File: src/rtl/fpr_wb_arbiter.sv
// fpr_wb_arbiter
//
// Purpose:
//   Shares the single write port of the 32x32 floating-point register file
//   among N_REQ writeback requesters using round-robin arbitration with a
//   valid/ready handshake. The winning write is registered onto the
//   register-file write port. A 32-bit busy scoreboard tracks registers with
//   outstanding producers: issue sets a bit, a committed write clears it.
//
// Ports:
//   clk          in   clock, all state updates on the rising edge
//   rst          in   synchronous active-high reset
//   req_valid    in   [N_REQ]       requester i has a write pending
//   req_addr     in   [N_REQ*AW]    destination of requester i, slice [i*AW +: AW]
//   req_data     in   [N_REQ*DW]    write data of requester i, slice [i*DW +: DW]
//   req_ready    out  [N_REQ]       one-hot grant (combinational)
//   issue_valid  in                 mark issue_addr busy
//   issue_addr   in   [AW]          register being allocated
//   fpr_we       out                register-file write enable (registered)
//   fpr_wa       out  [AW]          register-file write address (registered)
//   fpr_wd       out  [DW]          register-file write data (registered)
//   fpr_busy     out  [32]          busy scoreboard, bit r = pending write to r

module fpr_wb_arbiter #(
  parameter int N_REQ = 3,
  parameter int DW    = 32,
  parameter int AW    = 5
) (
  input  logic                  clk,
  input  logic                  rst,
  input  logic [N_REQ-1:0]      req_valid,
  input  logic [N_REQ*AW-1:0]   req_addr,
  input  logic [N_REQ*DW-1:0]   req_data,
  output logic [N_REQ-1:0]      req_ready,
  input  logic                  issue_valid,
  input  logic [AW-1:0]         issue_addr,
  output logic                  fpr_we,
  output logic [AW-1:0]         fpr_wa,
  output logic [DW-1:0]         fpr_wd,
  output logic [31:0]           fpr_busy
);

  localparam int PW = (N_REQ > 1) ? $clog2(N_REQ) : 1;

  logic [PW-1:0] ptr_q, ptr_d;
  logic          fpr_we_q, fpr_we_d;
  logic [AW-1:0] fpr_wa_q, fpr_wa_d;
  logic [DW-1:0] fpr_wd_q, fpr_wd_d;
  logic [31:0]   busy_q, busy_d;

  logic          grant_found;
  logic [PW-1:0] grant_idx;
  logic [PW-1:0] cand;

  logic [AW-1:0] addr_arr [N_REQ];
  logic [DW-1:0] data_arr [N_REQ];

  for (genvar i = 0; i < N_REQ; i++) begin : g_unpack
    assign addr_arr[i] = req_addr[i*AW +: AW];
    assign data_arr[i] = req_data[i*DW +: DW];
  end

  // Round-robin search starting at ptr_q; the first valid requester wins.
  // Reset suppresses every grant so nothing is accepted while in reset.
  always_comb begin
    grant_found = 1'b0;
    grant_idx   = '0;
    cand        = '0;
    if (!rst) begin
      for (int k = 0; k < N_REQ; k++) begin
        cand = PW'((int'(ptr_q) + k) % N_REQ);
        if (!grant_found && req_valid[cand]) begin
          grant_found = 1'b1;
          grant_idx   = cand;
        end
      end
    end
  end

  always_comb begin
    req_ready = '0;
    if (grant_found) begin
      req_ready[grant_idx] = 1'b1;
    end
  end

  // A grant always coincides with valid, so grant_found is the handshake.
  always_comb begin
    ptr_d    = ptr_q;
    fpr_we_d = grant_found;
    fpr_wa_d = fpr_wa_q;
    fpr_wd_d = fpr_wd_q;
    if (grant_found) begin
      fpr_wa_d = addr_arr[grant_idx];
      fpr_wd_d = data_arr[grant_idx];
      if (grant_idx == PW'(N_REQ - 1)) begin
        ptr_d = '0;
      end else begin
        ptr_d = grant_idx + PW'(1);
      end
    end
  end

  // Clear for the write currently on the port first, then set for a new
  // producer, so a same-cycle issue to the same register keeps it busy.
  always_comb begin
    busy_d = busy_q;
    if (fpr_we_q) begin
      busy_d[fpr_wa_q] = 1'b0;
    end
    if (issue_valid) begin
      busy_d[issue_addr] = 1'b1;
    end
  end

  always_ff @(posedge clk) begin
    if (rst) begin
      ptr_q    <= '0;
      fpr_we_q <= 1'b0;
      fpr_wa_q <= '0;
      fpr_wd_q <= '0;
      busy_q   <= '0;
    end else begin
      ptr_q    <= ptr_d;
      fpr_we_q <= fpr_we_d;
      fpr_wa_q <= fpr_wa_d;
      fpr_wd_q <= fpr_wd_d;
      busy_q   <= busy_d;
    end
  end

  // The register file writes on the falling edge inside the cycle, so a
  // write accepted just before reset is masked here and never lands.
  assign fpr_we   = fpr_we_q & ~rst;
  assign fpr_wa   = fpr_wa_q;
  assign fpr_wd   = fpr_wd_q;
  assign fpr_busy = busy_q;

endmodule

File: config.mk
export PLATFORM = sky130hd
export DESIGN_NAME = fpr_wb_arbiter
export DESIGN_NICKNAME = d
export VERILOG_FILES = /design/src/rtl/fpr_wb_arbiter.sv
export SDC_FILE = /design/constraint.sdc
export NUM_CORES = 1
export LEC_CHECK = 0
export BUFFER_PORTS_ARGS = -buffer_cell sky130_fd_sc_hd__buf_2
export CAP_MARGIN = 30
export CORE_MARGIN = 2
export CORE_UTILIZATION = 40
export DETAILED_ROUTE_END_ITERATION = 7
export HOLD_SLACK_MARGIN = 0.02
export PLACE_DENSITY = 0.74
export SLEW_MARGIN = 20
export SYNTH_ARGS = -nofsm -noshare
export SYNTH_HDL_FRONTEND = slang
export SYNTH_SLANG_ARGS = --single-unit
File: constraint.sdc
create_clock -name clk -period 6.2 [get_ports clk]
set_input_delay 0.93 -clock clk [delete_from_list [all_inputs] [get_ports clk]]
set_output_delay 0.93 -clock clk [all_outputs]
set_load 0.02 [all_outputs]
==> flow_summary.ini <==
[min_path]
hold_path_class = reg -> reg
holdCritStartpoint = fpr_busy[22]

[placement]
portBuffers = 194
place_area_um2 = 4322
place.gp.congestion = 0.8345
detailed_place_hpwl_mm = 8.362

[floorplan]
die_height_um = 95.42
placementRows = 33
die-area_um2 = 9105
fp.coreArea_um2 = 8175
io-pin-count = 195
floorplan.initialDensity_pct = 40.89
die_w_um = 95.42

[clock_tree]
numClockSinks = 72
root_buffer = sky130_fd_sc_hd__clkbuf_8
worst_setup_hold_path_clk_slew_ps = 70
holdBufCountCts = 0
worst_case_clock_buffer_depth = 2
post_cts_setup_buffers = 0
cts_max_level = 3
cts_tree = done
cts_inserted_buffers = 9
cts-resized-gates = 0
insertion_delay_ps = 340

[worst_setup_path]
cp.arrival_ps = 2670
critical_path.reg2reg.startpoint = ptr_q[0]
start_kind = flip-flop
crit_path_cell_trace = inv_1 > ha_1 > o21bai_1 > a311o_1 > or3_1 > clkinv_2 > nand2_1 > inv_2 > buf_2
critPathRequiredTime_ps = 5270
path_max_fanout = 22
cp_slowest_stage_delay_ps = 440
critical_path_source = ptr_q[1]
slowest_stage = sky130_fd_sc_hd__or3_1
critical_path_class = reg -> out
endpoint_kind = primary output

[routing]
routed_via_density = 5.642
wl_per_cell_um = 16.45
detail_route.iter0.violations = 269
postRouteWirelength_mm = 11.25
detail_route.first_pass.iterations = 5
drtAntennaViolNets = 0
detail_route.drc_violations = 0
dr_total_vias = 3859

[global_route]
layer_with_the_highest_usage_after_global_routing = met2
grt_use_total_pct = 24.78
globalRouteMet3Util_pct = 6.640
grt_pass1_wl_mm = 17.62
grt_pass1_vias = 3734
grtUsageMet1_pct = 30.88
globalRouteOverflowTotal = 0
antenna_violations_before_repair = 0
grt_max_degree = 84
grt_use_met2_pct = 41.55

[layout]
area.growth.synth_to_final_pct = 37.01
finalNetCount = 698
insertedDiodeCount = 0
finish.utilization_pct = 56.03
filler_instances = 785
postLayoutCellArea_um2 = 4581
post_route_cells_drive_above_1_share_pct = 38.34

[sta]
maxSlewHeadroom_pct = 44.36
timing_max_transition_violations_final = 0
final_period_minus_worst_setup_slack_ps = 3600
hold_violations = 0
timing.clock.skew_ps = 12.59
finalCritPeriodShare_pct = 58.07
worstMarginPinSlew_ps = 834.6
finalSetupViolCount = 0
setup_tns_final_ps = 0
grt_setup_unrepaired = no
achievable_clock_frequency_mhz = 277.8

[synth]
synth_edf_count = 0
postSynthAreaPerCell_um2 = 8.379
ys.flop_type = sky130_fd_sc_hd__dfxtp_1
postSynthCellCount = 399
synth.cell_area_um2 = 3343
synth.lib_cells_used.distinct = 46
sequential_cell_area_fraction_in_the_yosys_report_pct = 43.11
asyncSetResetFlopFracSynth_pct = 0
synth-warning-count = 0
mappedNetlistNets = 523
synth-seq-cells = 72

[power_and_ir_drop]
p_sw_w = 0.0008089
comb_power_share_pct = 42.7
powerDensity_nw_per_um2 = 435.0
power.total_w = 0.001993
switching_share_pct = 40.59
power.sequential.fraction_pct = 33.9
max-vdd-ir-drop_mv = 0.3001
power.share.clock_pct = 23.3
cell_internal_pwr_w = 0.001184
power.leakage_nw = 2.078

[outcome]
status = complete, no violations

[flow_run]
drv.max_cap_violation_count = 0
-- cell usage after synthesis, drive strengths merged (2+ instances only) --
cell type	number	share of area [%]
o21ai	60	9.0
nor2	19	2.1
a22oi	25	5.6
clkbuf	20	2.3
nor3b	4	0.90
nor3	2	0.30
a2bb2oi	3	0.79
ha	2	0.75
a211oi	9	2.2
or2	2	0.37
a221oi	8	2.1
o211a	2	0.60
inv	6	0.67
and3	3	0.56
or3	2	0.37
nand3	11	1.6
nor2b	2	0.37
or3b	3	0.79
a222oi	4	1.2
and3b	2	0.52
dfxtp	72	43
a21oi	38	5.7
buf	17	3.2
a32oi	20	5.2
nand3b	5	1.1
nand2	41	4.6
mux2	2	0.67
o22ai	5	0.94
-- final cells by class --
cell class	instances	area (um^2)	share of cell area [%]
clock buffers	11	151.4	3.305
multi-input cells	283	1698	37.07
clock inverters	5	102.6	2.240
inverters	7	27.53	0.6009
repair buffers	201	1028	22.45
well taps	105	131.4	2.868
flip-flops and latches	72	1441	31.47
-- critical path: cells and delay by family (launching register included) --
family / cells / cell delay (ps)
DFF: 1 / 370
adders and majority gates: 1 / 280
and+or+nand+nor: 2 / 570
buffers and inverters: 4 / 560
AOI/OAI and AO/OA: 2 / 570
-- routing by layer --
| metal | part of all wire, % | vias to the layer above | wire length, um |
|---|---|---|---|
| met1 | 40 | 1788 | 4512 |
| met4 | 2.6 | 0 | 287 |
| li1 | - | 1847 | - |
| met5 | 0 | - | 0 |
| met3 | 9.3 | 23 | 1051 |
| met2 | 48 | 201 | 5398 |
-- flip-flops by register name (all words and copies together), names as in the netlist --
| register | count |
|---|---|
| fpr_busy | 32 |
| ptr_q | 2 |
| fpr_wd | 32 |
| fpr_wa | 5 |
| fpr_we_q | 1 |
-- cells in the final DEF (no fill, tap or decap), types with 2 or more instances in the layout --
cell	instances
sky130_fd_sc_hd__dfxtp_1	72
sky130_fd_sc_hd__a32oi_1	20
sky130_fd_sc_hd__a22oi_1	25
sky130_fd_sc_hd__o21ai_1	23
sky130_fd_sc_hd__a221oi_1	8
sky130_fd_sc_hd__clkbuf_8	11
sky130_fd_sc_hd__clkinv_2	2
sky130_fd_sc_hd__inv_1	5
sky130_fd_sc_hd__nand2_1	41
sky130_fd_sc_hd__and3_1	3
sky130_fd_sc_hd__nand3b_1	5
sky130_fd_sc_hd__a21oi_1	38
sky130_fd_sc_hd__or2_1	2
sky130_fd_sc_hd__or3_1	2
sky130_fd_sc_hd__a211oi_1	8
sky130_fd_sc_hd__a222oi_1	4
sky130_fd_sc_hd__o22ai_1	5
sky130_fd_sc_hd__o21ai_0	37
sky130_fd_sc_hd__nor2b_1	2
sky130_fd_sc_hd__bufinv_16	3
sky130_fd_sc_hd__ha_1	2
sky130_fd_sc_hd__buf_2	194
sky130_fd_sc_hd__a2bb2oi_1	3
sky130_fd_sc_hd__nor3_1	2
sky130_fd_sc_hd__buf_4	5
sky130_fd_sc_hd__o211a_1	2
sky130_fd_sc_hd__nand3_1	11
sky130_fd_sc_hd__nor3b_1	4
sky130_fd_sc_hd__mux2_1	2
sky130_fd_sc_hd__nor2_1	19
sky130_fd_sc_hd__or3b_2	2
sky130_fd_sc_hd__and3b_1	2
-- kinds of logic after synthesis --
| family | count (synthesis) | share of synthesized area [%] |
|---|---|---|
| AO/OA/AOI/OAI | 180 | 34.81 |
| adder cells (fa/ha/maj) | 2 | 0.7484 |
| buffers and inverters | 44 | 6.324 |
| flip-flops | 72 | 43.11 |
| multiplexers | 2 | 0.6736 |
| AND/OR/NAND/NOR | 99 | 14.33 |
-- stage by stage --
| step | hold slack [ps] | std cells | setup WS, ps |
|---|---|---|---|
| 2_1_floorplan | 471.7 | 399 | 2973 |
| 3_3_place_gp | 459.1 | 665 | 2710 |
| 3_5_place_dp | 466.2 | 667 | 2670 |
| 4_1_cts | 476.8 | 683 | 2590 |
| 5_1_grt | 486.1 | 684 | 2397 |
| 6_report | 471.3 | 684 | 2600 |
-- power by group through the flow --
stage	Combinational (W)	Sequential [W]	Clock (W)
4_1_cts	0.000851	0.000676	0.000469
3_5_place_dp	0.000850	0.000682	0
5_1_grt	0.000934	0.000693	0.000492
6_report	0.000852	0.000676	0.000465
3_3_place_gp	0.000826	0.000684	0
2_1_floorplan	0.000466	0.000794	0
-- final timing paths --
check,slack [ps],end,depth (start not counted)
setup reg to reg,3690,fpr_wa[2],8
setup / recovery,2600,req_ready[0],9
hold / removal,470,fpr_busy[22],2
hold reg to reg,470,fpr_busy[22],2
Power figures use the tool's default switching activity.
